File: config.mk
export PLATFORM = sky130hd
export DESIGN_NAME = enc_dec_apb_master
export DESIGN_NICKNAME = d
export VERILOG_FILES = /design/src/rtl/enc_dec_apb_master.sv
export SDC_FILE = /design/constraint.sdc
export NUM_CORES = 1
export LEC_CHECK = 0
export CAP_MARGIN = 20
export CORE_ASPECT_RATIO = 0.6
export CORE_MARGIN = 1
export CORE_UTILIZATION = 40
export DETAILED_ROUTE_END_ITERATION = 8
export PLACE_DENSITY = 0.83
export SKIP_LAST_GASP = 1
export SYNTH_ARGS = -nofsm -noshare
export SYNTH_HDL_FRONTEND = slang
export SYNTH_SLANG_ARGS = --single-unit
File: constraint.sdc
create_clock -name clk -period 1.6 [get_ports clk]
set_clock_uncertainty 0.1 [all_clocks]
set_input_delay 0.32 -clock clk [delete_from_list [all_inputs] [get_ports clk]]
set_output_delay 0.32 -clock clk [all_outputs]
set_load 0.005 [all_outputs]
File: src/rtl/enc_dec_apb_master.sv
// APB3 initiator for the enc_dec register file.
// Turns one-beat command requests into SETUP/ACCESS transfers. The result
// comes back on a single-cycle response strobe. Slave wait states are
// bounded by a timeout that aborts the transfer with an error response.
module enc_dec_apb_master #(
    parameter int AMBA_ADDR_WIDTH = 32,
    parameter int AMBA_WORD       = 32,
    parameter int TIMEOUT_CYCLES  = 16,
    parameter int RD_SAMPLE_SETUP = 1
) (
    input  logic                       clk,
    input  logic                       rstn,
    // command side
    input  logic                       cmd_valid,
    output logic                       cmd_ready,
    input  logic                       cmd_write,
    input  logic [AMBA_ADDR_WIDTH-1:0] cmd_addr,
    input  logic [AMBA_WORD-1:0]       cmd_wdata,
    // response side
    output logic                       rsp_valid,
    output logic [AMBA_WORD-1:0]       rsp_rdata,
    output logic                       rsp_err,
    // APB side
    output logic [AMBA_ADDR_WIDTH-1:0] paddr,
    output logic [AMBA_WORD-1:0]       pwdata,
    output logic                       pwrite,
    output logic                       psel,
    output logic                       penable,
    input  logic [AMBA_WORD-1:0]       prdata,
    input  logic                       pready,
    input  logic                       pslverr
);

    // The counter must be able to hold TIMEOUT_CYCLES-1. The +1 keeps the
    // width non-zero when TIMEOUT_CYCLES is 1.
    localparam int CNT_W = $clog2(TIMEOUT_CYCLES + 1);

    typedef enum logic [1:0] {
        ST_IDLE   = 2'd0,
        ST_SETUP  = 2'd1,
        ST_ACCESS = 2'd2
    } state_t;

    state_t           state_reg;
    state_t           state_next;
    logic [CNT_W-1:0] wait_cnt_reg;
    logic             accept;
    logic             xfer_done;
    logic             xfer_abort;
    logic [AMBA_WORD-1:0] rd_final;

    // Transfer events decoded from the current state and slave handshake.
    // Abort fires on the edge that ends the TIMEOUT_CYCLES-th consecutive
    // not-ready ACCESS cycle. The counter then still holds TIMEOUT_CYCLES-1.
    always_comb begin
        accept     = cmd_valid && cmd_ready;
        xfer_done  = (state_reg == ST_ACCESS) && pready;
        xfer_abort = (state_reg == ST_ACCESS) && !pready &&
                     (wait_cnt_reg == CNT_W'(TIMEOUT_CYCLES - 1));
    end

    // State register.
    always_ff @(posedge clk) begin
        if (!rstn) begin
            state_reg <= ST_IDLE;
        end else begin
            state_reg <= state_next;
        end
    end

    // Next-state logic. SETUP always lasts exactly one cycle.
    always_comb begin
        state_next = state_reg;
        case (state_reg)
            ST_IDLE:   if (accept) state_next = ST_SETUP;
            ST_SETUP:  state_next = ST_ACCESS;
            ST_ACCESS: if (xfer_done || xfer_abort) state_next = ST_IDLE;
            default:   state_next = ST_IDLE;
        endcase
    end

    // Handshake outputs decoded from the state. cmd_ready is also gated
    // by rstn, so nothing can be accepted while reset is held.
    always_comb begin
        cmd_ready = 1'b0;
        psel      = 1'b0;
        penable   = 1'b0;
        case (state_reg)
            ST_IDLE:   cmd_ready = rstn;
            ST_SETUP:  psel = 1'b1;
            ST_ACCESS: begin
                psel    = 1'b1;
                penable = 1'b1;
            end
            default: ;
        endcase
    end

    // Consecutive not-ready ACCESS cycles. The count clears whenever the
    // transfer ends or the FSM is outside ACCESS.
    always_ff @(posedge clk) begin
        if (!rstn) begin
            wait_cnt_reg <= '0;
        end else if ((state_reg == ST_ACCESS) && !pready && !xfer_abort) begin
            wait_cnt_reg <= wait_cnt_reg + 1'b1;
        end else begin
            wait_cnt_reg <= '0;
        end
    end

    // Address/data/direction are latched only on acceptance. This keeps
    // them stable through SETUP and ACCESS, and they hold their values in
    // IDLE. Reads leave pwdata untouched.
    always_ff @(posedge clk) begin
        if (!rstn) begin
            paddr  <= '0;
            pwdata <= '0;
            pwrite <= 1'b0;
        end else if (accept) begin
            paddr  <= cmd_addr;
            pwrite <= cmd_write;
            if (cmd_write) begin
                pwdata <= cmd_wdata;
            end
        end
    end

    // Read-data source. The enc_dec register file only drives prdata
    // during SETUP. That variant captures on the edge ending SETUP.
    // Otherwise prdata is taken live on the completing edge.
    generate
        if (RD_SAMPLE_SETUP != 0) begin : g_setup_capture
            logic [AMBA_WORD-1:0] rd_hold_reg;

            // Capture read data on the edge that ends SETUP.
            always_ff @(posedge clk) begin
                if (!rstn) begin
                    rd_hold_reg <= '0;
                end else if ((state_reg == ST_SETUP) && !pwrite) begin
                    rd_hold_reg <= prdata;
                end
            end

            assign rd_final = rd_hold_reg;
        end else begin : g_access_capture
            assign rd_final = prdata;
        end
    endgenerate

    // Response strobe plus sticky data/error. Data and error change only
    // when a transfer finishes. Writes and aborts return zero data.
    always_ff @(posedge clk) begin
        if (!rstn) begin
            rsp_valid <= 1'b0;
            rsp_err   <= 1'b0;
            rsp_rdata <= '0;
        end else begin
            rsp_valid <= xfer_done || xfer_abort;
            if (xfer_abort) begin
                rsp_err   <= 1'b1;
                rsp_rdata <= '0;
            end else if (xfer_done) begin
                rsp_err   <= pslverr;
                rsp_rdata <= pwrite ? '0 : rd_final;
            end
        end
    end

endmodule

# Word level (Yosys, flattened, before mapping)
# Index checks and enable logic that the tools add are counted.
# word_totals
ff_bits	138
latch_bits	0
ram_bits	0
romBits	0
inputBits	102
output_inout_bits	102
word_cells	42
mem_count	0
# classes
n_addsub	1
multipliers	0
n_div	0
n_lt_le_gt_ge	0
eq_ne	5
shifts	0
muxes	9
bitwise	1
reduce_logical	17
# op_table
op	n
2-to-1 mux 32 bit	1
logical AND 1 bit	6
one-hot mux 2 bit (3 select lines)	1
AND reduction 2 bit	3
adder 5 x 1 -> 5 bit (second input constant)	1
equality test 5 x 4 -> 1 bit (second input constant)	1
2-to-1 mux 1 bit	5
2-to-1 mux 2 bit	2
inequality test 2 bit (second input constant)	2
OR reduction 2 bit	2
zero test 1 bit	3
equality test 2 x 1 -> 1 bit (second input constant)	1
equality test 2 bit (second input constant)	1
zero test 2 bit	1
nonzero test 2 bit	1
logical OR 1 bit	1
NOT 1 bit	1

# Depth between registers and ports, before layout
# Gate-level depths: netlist of run 1.
# logic_depth
ltp_word	6
ltp_mapped	7
depth_no_buf	6

# Worst setup path after synthesis of run 1
# No wires, ideal clock.
# synth_path
path_type	register to register
start	reg wait_cnt_reg[0]
end	reg rsp_rdata[10]
setup_ps	120
arrival_time_ps	1340
required_time_ps	1380
slack_ps	40
stages_incl_launch_ff	8
path_buffers	1
period_less_slack_ps	1560
path_cell_list	dfxtp_1 ha_1 and3_1 ha_1 nand2_1 o21ai_1 buf_2 a21oi_1
# synth_between
elab_chain_cells	3
# synth_rtl
item	line	source
start, declared	46	logic [CNT_W-1:0] wait_cnt_reg;
start signal, assigned	105	wait_cnt_reg <= wait_cnt_reg + 1'b1;
equality test 5 x 4 -> 1 bit	59	(wait_cnt_reg == CNT_W'(TIMEOUT_CYCLES - 1));
logical AND 1 bit	58	xfer_abort = (state_reg == ST_ACCESS) && !pready &&
OR reduction 2 bit (no source line)	--	
end signal, assigned	164	rsp_rdata <= pwrite ? '0 : rd_final;
end, declared	21	output logic [AMBA_WORD-1:0] rsp_rdata,
# No other way between the ends.
# A chain may end at the register's enable or synchronous reset.

# Final worst setup path of run 1
# layout_path
start	reg wait_cnt_reg[1]
end	reg rsp_rdata[13]
# The elaborated chain is that of the path after synthesis.

==> metrics.md, run 1 <==
| Metric | Value |
|---|---|
| # nets final | 948 |
| WL/cell | about 15 um |
| Post-route DRC | 0 |
| Vias | 5027 |
| Worst path bufs/invs | 2 |
| Pwr dens | 1310 nW/um^2 |
| Register area share after synthesis | 0.521 |
| 1st-iter DRT viols | about 190 |
| Clk pwr share | 0.365 |
| Post-Synth Adder-Cell Area | 0.0142 |
| Critical Path Max Stage Delay | 350 ps |
| Htree depth | 4 |
| Initial Utilization | 0.411 |
| Failing checks | setup timing |
| Worst-path clk slew | 60 ps |
| Worst reg2reg setup slack | -40 ps |
| Worst VDD drop | ~890 uV |
| Worst setup SP type | register |
| Max-Cap Viols | 0 |
| Routed WL | 15600 um |
| First-pass DRT Iterations | 4 |
| Cell area after technology mapping | 5300 um^2 |
| Hold buffers post-CTS | 0 |
| TritonCTS buffer count | 17 |
| Net Count, Synth | around 730 |
| Status | finished with violations |
| Setup TNS | -563 ps |
| Area share of and/or/nand/nor cells after synthesis | 0.234 |
| Hold Path Class | in -> reg |
| Fin area | 8520 um^2 |
| Share of flip-flops with an asynchronous set or reset | 0 |
| Layout fillers | around 1100 |
| Worst slew pin tran | a little under 600 ps |
| Cells after Synth | 617 |
| Combinational power share | 0.261 |
| Hold Path Cell Cnt | 4 |
| R2r startpoint | wait_cnt_reg[1] |
| Clk_lat worst skew | between 400 and 500 ps |
| Worst Path Required | between 1500 and 2000 ps |
| Critical Path Stages | 8 |
| Die width | 151 um |
| Clock sink count | 138 |
| Area fraction in compound gates after synthesis | 0.157 |
| # port buffers | 203 |
| I/O pin total | 204 |
| P&R area growth vs syn | 60.7% |
| Worst setup path endpoint | rsp_rdata[13] |
| CP Capture Type | register |
| Vias/cell | slightly below 5 |
| Post-synthesis mux area share | 0.00377 |
| Final max-slew violation count | 0 |
| Die Y | approximately 91 um |
| Post-detail-place hpwl | ~10000 um |
| Placeable Area | 12900 um^2 |
| Slowest CP cell | dfxtp_2 |
| First-pass GRT wire length | 22900 um |
| Grt total ovfl | 0 |
| Synth Flop Type | dfxtp_1 |
| Synth warn | 0 |
| Lkg Pwr | ~3.5 nW |
| Yosys cell types | 31 |
| Most common cell on crit path | ha_4 |
| Placed Area | 7620 um^2 |
| P_int | 0.00791 W |
| Worst-case reg-to-reg path depth | 8 |
| Gpl congestion | 0.756 |
| FF-to-FF End | rsp_rdata[13] |
| Final Hold Fails | 0 |
| Max Fclk | 0.610 GHz |
| Number of synthesized flops with an enable pin | 0 |
| Final worst slack | -39.0 ps |
| RSZ-0062 raised after global routing | true |
| Mean area per synthesized cell | 8.60 um^2 |
| Sequential share of power | 0.374 |
| Arr. time, crit path | about 1800 ps |
| Seq cells post-synth | around 140 |
| Largest net degree at the start of global routing | 59 |
| Vias in the first global route | 4614 |
| GRT Total Usage | 0.213 |
| Initial antenna violation count | 0 |
| Row count | 32 |
| Die Area | roughly 14000 um^2 |
| Tmin final | 1640 ps |
| Worst setup path start | wait_cnt_reg[1] |
| CTS tree | done |
| Pre-CTS setup slack | -178 ps |
| Crit-path cells | ha_4 > and3_4 > ha_4 > nand2_4 > o21ai_4 > buf_6 > clkbuf_16 > a21oi_2 |
| Top delay family on crit path | flip-flops |
| Clk buf depth | 2 |
| Layout cells sized above 1 | 0.191 |
| Routed Antenna Nets | 0 |
| Final Setup Violations | 26 |
| Psw | about 0.0033 W |
| Final Cycle Share | 1.02 |
| N_diodes | 0 |
| XOR/XNOR Fraction of Synth Area | 0.00330 |
| Largest family of logic cells by synthesized area | simple AND/OR/NAND/NOR gates |
| Clock root buffer | clkbuf_16 |
| CP Max Fanout | 5 |
| Relative slew slack | 0.604 |
| Setup CP Type | reg -> reg |
| Sw Ratio | 0.291 |
==> power by group through the flow <==
stage               clock network, W  logic [W]  registers [W]
finish                       0.00408    0.00291        0.00417
global route                 0.00431    0.00317        0.00423
CTS                          0.00414    0.00255        0.00417
detailed placement                 0    0.00265        0.00424
global placement                   0    0.00262        0.00421
floorplan                          0    0.00126        0.00422
==> metrics by stage <==
stage	power [W]	hold WS [ps]	std cells	utilization
after floorplan	0.00548	318	617	-
after global placement	0.00683	334	977	0.591
after detailed placement	0.00688	340	977	0.591
after CTS	0.0109	264	1010	0.634
after global routing	0.0117	281	1023	0.661
final	0.0112	284	1023	0.661
==> worst min path at each step <==
stage / start / to
2_1_floorplan: wait_cnt_reg[0] / wait_cnt_reg[0]
3_3_place_gp: paddr[24] / paddr[24]
3_5_place_dp: rsp_err / rsp_err
4_1_cts: rstn / rsp_valid
5_1_grt: rstn / rsp_valid
6_report: rstn / rsp_valid
==> worst min-delay path, cell delays in order <==
cell,delay (ps)
buf_4,130
buf_12,170
nand2_1,90
nor2_1,30
==> cell families after synthesis <==
kind of cell	after synthesis
AO/OA/AOI/OAI	134
XOR/XNOR	2
adder cells (fa/ha/maj)	6
buffers and inverters	55
flip-flops	138
multiplexers	2
AND/OR/NAND/NOR	280
==> synth_stat cells, drive strengths merged (2+ instances only) <==
master / instances / area share
o21ai: 67 / 0.077
inv: 5 / 0.0035
a21oi: 33 / 0.031
nand4b: 32 / 0.053
and3: 2 / 0.0033
nand3: 2 / 0.0019
a21boi: 32 / 0.045
nor2b: 2 / 0.0024
buf: 38 / 0.055
dfxtp: 138 / 0.52
clkbuf: 12 / 0.0087
mux2i: 2 / 0.0038
nand2: 232 / 0.16
nor2: 7 / 0.0050
ha: 6 / 0.014
==> cells in the final DEF (no fill, tap or decap), types with 2 or more instances in the layout <==
cell,synthesis,routed
buf_12,2,10
o21ai_0,36,36
dfxtp_1,138,116
dlygate4sd2_1,0,99
a21oi_2,0,16
dfxtp_2,0,21
ha_4,0,5
nor2_1,7,6
inv_1,5,3
o21ai_2,20,20
a21boi_1,6,8
clkinv_2,0,2
buf_4,8,28
inv_6,0,4
clkinvlp_4,0,3
a21oi_1,33,16
clkdlybuf4s50_1,0,100
bufinv_16,0,3
buf_6,5,12
clkbuf_16,0,21
o21ai_1,11,10
mux2i_1,2,2
nand4b_1,32,32
a21boi_0,26,24
nand2_1,232,230
and3_4,1,2
==> per-layer routing <==
layer	vias up	GRT usage	share of wire
met5	-	0	0
met2	193	0.321	0.44
met4	0	0.0658	0.016
met1	2324	0.284	0.46
li1	2484	-	-
met3	26	0.0734	0.087
==> what timing repair did <==
item / CTS / global route
cloned: 0 / 7
buffers inserted: 1 / 6
setup endpoints to repair: 141 / 60
pin swaps: 0 / 6
resized for setup: 143 / 45
hold endpoints to repair: 0 / 0
==> area by class of cell <==
cell class,instances,area (um^2),area share
tap,170,213,0.0250
clock buffer,19,443,0.0520
inverter,5,21.3,0.00250
timing repair buffer,254,2520,0.296
clock inverter,13,166,0.0195
multi-input combinational,424,2370,0.278
sequential,138,2790,0.328
Power figures use the tool's default switching activity.
==> inputs of run 2 (changes only) <==
- CELL_PAD_IN_SITES_DETAIL_PLACEMENT: not set -> 1
- CELL_PAD_IN_SITES_GLOBAL_PLACEMENT: not set -> 2
- CORE_UTILIZATION: 40 -> 22
- PLACE_DENSITY: 0.83 -> 0.81
==> metrics.md, run 2 (synthesis gave the netlist of run 1 again) <==
| Metric | Value |
|---|---|
| Max-Cap Viols | 0 (unchanged) |
| Hold buffers post-CTS | 0 (unchanged) |
| Initial antenna violation count | 0 (unchanged) |
| Failing checks | setup timing (unchanged) |
| I/O pin total | 204 (unchanged) |
| Routed Antenna Nets | 0 (unchanged) |
| Row count | 43 (was 32) |
| Clk buf depth | 2 (unchanged) |
| Status | finished with violations (unchanged) |
| 1st-iter DRT viols | 166 (was 189) |
| Worst-path clk slew | 60 ps (about the same) |
| Vias/cell | 4.32 (was 4.91) |
| Final worst slack | -85.7 ps (was -39.0 ps) |
| Worst setup SP type | register (unchanged) |
| Lkg Pwr | 3.56 nW (was 3.54 nW) |
| Grt total ovfl | 0 (unchanged) |
| Pre-CTS setup slack | -228 ps (was -178 ps) |
| Hold slack | 206 ps (was 284 ps) |
| Initial Utilization | 0.227 (was 0.411) |
| GRT Total Usage | 0.147 (was 0.213) |
| Sequential share of power | 0.356 (was 0.374) |
| Arr. time, crit path | 1900 ps (was 1840 ps) |
| WL/cell | 16.1 um (was 15.2 um) |
| Sw Ratio | 0.297 (was 0.291) |
| Worst VDD drop | 665 uV (was 894 uV) |
| Worst slew pin tran | 472 ps (was 594 ps) |
| Post-route DRC | 0 (unchanged) |
| CP Capture Type | register (unchanged) |
| Layout fillers | 2722 (was 1101) |
| Combinational power share | 0.272 (was 0.261) |
| Relative slew slack | 0.686 (was 0.604) |
| Final Cycle Share | 1.05 (was 1.02) |
| Die Y | 122 um (was 91.2 um) |
| P&R area growth vs syn | 65.5% (was 60.7%) |
| Worst Path Required | 1810 ps (about the same) |
| Final Setup Violations | 36 (was 26) |
| Final max-slew violation count | 0 (unchanged) |
| Routed WL | 18800 um (was 15600 um) |
| Tmin final | 1690 ps (was 1640 ps) |
| Clk pwr share | 0.372 (was 0.365) |
| RSZ-0062 raised after global routing | true (unchanged) |
| Die Area | 24800 um^2 (was 13700 um^2) |
| Clk_lat worst skew | 420 ps (was 410 ps) |
| # port buffers | 203 (unchanged) |
| Largest net degree at the start of global routing | 101 (was 59) |
| Most frequent cells in the layout | 227 x nand2_1, 119 x dfxtp_1, 100 x clkdlybuf4s50_1, 99 x dlygate4sd2_1, 36 x o21ai_0 (was 230 x nand2_1, 116 x dfxtp_1, 100 x clkdlybuf4s50_1, 99 x dlygate4sd2_1, 36 x o21ai_0) |
| N_diodes | 0 (unchanged) |
| TritonCTS buffer count | 17 (unchanged) |
| Htree depth | 4 (unchanged) |
| Worst reg2reg setup slack | -90 ps (was -40 ps) |
| CTS tree | done (unchanged) |
| CP Max Fanout | 7 (was 5) |
| Gpl congestion | 0.739 (was 0.756) |
| Placeable Area | 23300 um^2 (was 12900 um^2) |
| Setup CP Type | reg -> reg (unchanged) |
| Tot Pwr | 0.0117 W (was 0.0112 W) |
| Commonest non-fill, non-tap cell in the layout | nand2_1 (unchanged) |
| Die width | 202 um (was 151 um) |
| First-pass GRT wire length | 28100 um (was 22900 um) |
| Clock root buffer | clkbuf_16 (unchanged) |
| Vias in the first global route | 5315 (was 4614) |
| P_int | 0.00825 W (was 0.00791 W) |
| Final Hold Fails | 0 (unchanged) |
| Vias | 5036 (was 5027) |
| First-pass DRT Iterations | 4 (unchanged) |
| # nets final | 947 (was 948) |
| Hold Path Class | in -> reg (unchanged) |
| Max Fclk | 0.593 GHz (was 0.610 GHz) |
| Layout cells sized above 1 | 0.212 (was 0.191) |
| Post-detail-place hpwl | 11900 um (was 10100 um) |
| Psw | 0.00349 W (was 0.00325 W) |
| Pwr dens | 1340 nW/um^2 (was 1310 nW/um^2) |
| Clock sink count | 138 (unchanged) |
-- run 2: path summary, 6_finish.rpt --
path	endpoint	cells after the start	start
setup / recovery	rsp_rdata[2]	8	wait_cnt_reg[0]
hold / removal	pwrite	3	rstn
setup reg to reg	rsp_rdata[2]	8	wait_cnt_reg[0]
hold reg to reg	paddr[23]	2	paddr[23]
-- run 2: through the flow --
step                 util  instance area, um^2  TNS (ps)  instances
finish              0.376                 8780     -2330       1167
global route        0.376                 8780     -4770       1167
CTS                 0.365                 8530     -2810       1157
detailed placement  0.331                 7730    -12520       1120
global placement    0.331                 7730     -9060       1120
floorplan               -                 5300         0        617
-- run 2: area by class of cell --
cell class,count,area [um^2],share of cell area
multi-input cells,424,2450,0.279
well taps,315,394,0.0449
inverters,5,21.3,0.00242
clock inverters,12,185,0.0211
flip-flops and latches,138,2790,0.318
repair buffers,253,2480,0.282
clock buffers,20,467,0.0532
-- run 2: critical path, stage by stage, from the launching register on --
cell     delay [ps]
dfxtp_2         350
ha_4            130
and3_4          190
ha_4            130
buf_6           100
nand2_4          50
o21ai_4         280
buf_6           210
a21oi_2          40
-- run 2: power by group through the flow --
| stage | combinational, W | clock (W) | sequential, W |
|---|---|---|---|
| after floorplan | 0.00126 | 0 | 0.00422 |
| after global routing | 0.00350 | 0.00466 | 0.00424 |
| after global placement | 0.00270 | 0 | 0.00422 |
| final | 0.00319 | 0.00437 | 0.00418 |
| after detailed placement | 0.00274 | 0 | 0.00424 |
| after CTS | 0.00269 | 0.00452 | 0.00418 |
-- run 2: timing repair --
action / in CTS / in global routing
gates resized for setup: 185 / 38
endpoints found under the setup margin: 166 / 95
gates cloned: 2 / 4
buffers inserted: 3 / 6
pin swaps: 3 / 5
-- run 2: metal layers --
layer  global-route usage  wire [um]  up-vias
met4               0.0489        262        0
met5                    0          0        -
met3               0.0698       1760       20
li1                     -          -     2487
met1                0.185       8790     2386
met2                0.220       8040      143
==> inputs of run 3 (changes only) <==
- HOLD_SLACK_MARGIN: not set -> 0.02
- PLACE_DENSITY: 0.81 -> not set
- PLACE_DENSITY_LB_ADDON: not set -> 0.3
==> metrics.md, run 3 (synthesis gave the netlist of run 1 again) <==
| Metric | Value |
|---|---|
| Vias | 5131 (was 5036) |
| Tot Pwr | 0.0118 W (was 0.0117 W) |
| Clock root buffer | clkbuf_16 (unchanged) |
| Vias/cell | 4.39 (was 4.32) |
| GRT Total Usage | 0.155 (was 0.147) |
| Status | finished with violations (unchanged) |
| Relative slew slack | 0.756 (was 0.686) |
| R2r startpoint | wait_cnt_reg[0] (unchanged) |
| Final Cycle Share | 1.04 (was 1.05) |
| Max Fclk | 0.599 GHz (was 0.593 GHz) |
| Hold Path End | rsp_err (was pwrite) |
| Largest net degree at the start of global routing | 39 (was 101) |
| CP Max Fanout | 3 (was 7) |
| Pre-CTS setup slack | -210 ps (was -228 ps) |
| # port buffers | 203 (unchanged) |
| Final worst slack | -69.7 ps (was -85.7 ps) |
| Clk pwr share | 0.362 (was 0.372) |
| Vias in the first global route | 5467 (was 5315) |
| Clk_lat worst skew | 410 ps (was 420 ps) |
| First-pass DRT Iterations | 4 (unchanged) |
| First-pass GRT wire length | 29300 um (was 28100 um) |
| WL met2 | 8810 um (was 8040 um) |
| Top Metal Used | met4 (unchanged) |
| Psw | 0.00340 W (was 0.00349 W) |
| Hold Path Class | in -> reg (unchanged) |
| Layout fillers | 2701 (was 2722) |
| Worst slew pin tran | 364 ps (was 472 ps) |
| Htree depth | 4 (unchanged) |
| Commonest non-fill, non-tap cell in the layout | nand2_1 (unchanged) |
| CTS tree | done (unchanged) |
| Setup CP Type | reg -> reg (unchanged) |
| P&R area growth vs syn | 66.7% (was 65.5%) |
| Placed Area | 7710 um^2 (was 7730 um^2) |
| CP Capture Type | register (unchanged) |
| DR WL met3 | 1370 um (was 1760 um) |
| Worst Path Required | 1810 ps (about the same) |
| WL/cell | 16.4 um (was 16.1 um) |
| Sw Ratio | 0.288 (was 0.297) |
| Die Y | 122 um (unchanged) |
| Final max-slew violation count | 0 (unchanged) |
| TritonCTS buffer count | 17 (unchanged) |
| Final Setup Violations | 12 (was 36) |
| Initial Utilization | 0.227 (unchanged) |
| I/O pin total | 204 (unchanged) |
| Multi-input logic area | 2460 um^2 (was 2450 um^2) |
| FF-to-FF End | state_reg[0] (was rsp_rdata[2]) |
| Fin area | 8840 um^2 (was 8780 um^2) |
| Max-Cap Viols | 0 (unchanged) |
| Initial antenna violation count | 0 (unchanged) |
| Combinational power share | 0.282 (was 0.272) |
| Sequential cell area | 2790 um^2 (about the same) |
| Worst VDD drop | 637 uV (was 665 uV) |
| Gpl congestion | 0.741 (was 0.739) |
| Placeable Area | 23300 um^2 (unchanged) |
| Hold slack | 103 ps (was 206 ps) |
| Final Hold Fails | 0 (unchanged) |
| Routed WL | 19100 um (was 18800 um) |
| Lkg Pwr | 3.60 nW (was 3.56 nW) |
| Setup TNS | -161 ps (was -2330 ps) |
| Grt total ovfl | 0 (unchanged) |
| Row count | 43 (unchanged) |
| Worst-case reg-to-reg path depth | 6 (was 8) |
| N_diodes | 0 (unchanged) |
| Clk buf depth | 2 (unchanged) |
| Most frequent cells in the layout | 229 x nand2_1, 119 x dfxtp_1, 100 x clkdlybuf4s50_1, 99 x dlygate4sd2_1, 36 x o21ai_0 (was 227 x nand2_1, 119 x dfxtp_1, 100 x clkdlybuf4s50_1, 99 x dlygate4sd2_1, 36 x o21ai_0) |
| Worst-path clk slew | 60 ps (about the same) |
| Worst setup path start | wait_cnt_reg[0] (unchanged) |
| Worst reg2reg setup slack | -70 ps (was -90 ps) |
| Pwr dens | 1330 nW/um^2 (was 1340 nW/um^2) |
| Routed Antenna Nets | 0 (unchanged) |
| # nets final | 949 (was 947) |
| P_int | 0.00838 W (was 0.00825 W) |
| Metal-1 WL | 8700 um (was 8790 um) |
| 1st-iter DRT viols | 188 (was 166) |
| Hold Startpoint | rstn (unchanged) |
| Die width | 202 um (unchanged) |
| Worst setup SP type | register (unchanged) |
| Tmin final | 1670 ps (was 1690 ps) |
| RSZ-0062 raised after global routing | true (unchanged) |
| Post-route DRC | 0 (unchanged) |
| Hold Path Cell Cnt | 3 (unchanged) |
| Sequential share of power | 0.356 (about the same) |
| Clock sink count | 138 (unchanged) |
| Post-detail-place hpwl | 12700 um (was 11900 um) |
| Failing checks | setup timing (unchanged) |
| Layout cells sized above 1 | 0.212 (about the same) |
| Arr. time, crit path | 1880 ps (was 1900 ps) |
| Die Area | 24800 um^2 (unchanged) |
[run 3: cell count changes in the layout (fill, tap and decap cells not counted), sizes merged]
cell and change:
inv -3, buf +2, bufbuf +2, clkbuf -2, clkinv +2
[run 3: power by group through the flow]
| stage | Sequential (W) | Combinational (W) | Clock, W |
|---|---|---|---|
| CTS | 0.00419 | 0.00317 | 0.00441 |
| global route | 0.00426 | 0.00359 | 0.00456 |
| detailed placement | 0.00424 | 0.00270 | 0 |
| finish | 0.00419 | 0.00332 | 0.00427 |
| global placement | 0.00422 | 0.00264 | 0 |
| floorplan | 0.00422 | 0.00126 | 0 |
[run 3: layout make-up]
| class | instances | area share |
|---|---|---|
| Clock buffer | 20 | 0.0528 |
| Tap cell | 315 | 0.0446 |
| Multi-Input combinational cell | 424 | 0.278 |
| Sequential cell | 138 | 0.316 |
| Inverter | 5 | 0.00269 |
| Clock inverter | 11 | 0.0191 |
| Timing Repair Buffer | 255 | 0.287 |
[run 3: worst max path at each step]
stage,slack [ps],depth (start not counted),to
5_1_grt,-100,6,state_reg[0]
6_report,-70,6,state_reg[0]
2_1_floorplan,40,7,rsp_rdata[10]
4_1_cts,-90,9,rsp_rdata[22]
3_5_place_dp,-210,4,state_reg[0]
3_3_place_gp,-130,5,paddr[27]
[run 3: metal layers]
layer  track usage  vias to the layer above
li1              -                     2502
met1         0.193                     2497
met2         0.251                      114
met3        0.0552                       18
met4        0.0484                        0
met5             0                        -
[run 3: timing repair]
action,in CTS,in global routing
endpoints found under the hold margin,0,0
cloned,6,1
hold buffers,0,0
setup buffers,10,3
setup endpoints to repair,172,75
pin swaps,7,6
resized for setup,178,61
[run 3: worst max-delay path, stage by stage, from the launching register on]
cell and delay [ps]:
dfxtp_4 360, ha_4 130, and3_4 190, ha_4 160, nor2_4 40, a22oi_2 260
mux2i_1 310
[run 3: metrics by stage]
stage / instances / utilization
4_1_cts: 1166 / 0.369
5_1_grt: 1168 / 0.379
3_5_place_dp: 1119 / 0.330
6_report: 1168 / 0.379
2_1_floorplan: 617 / -
3_3_place_gp: 1119 / 0.330
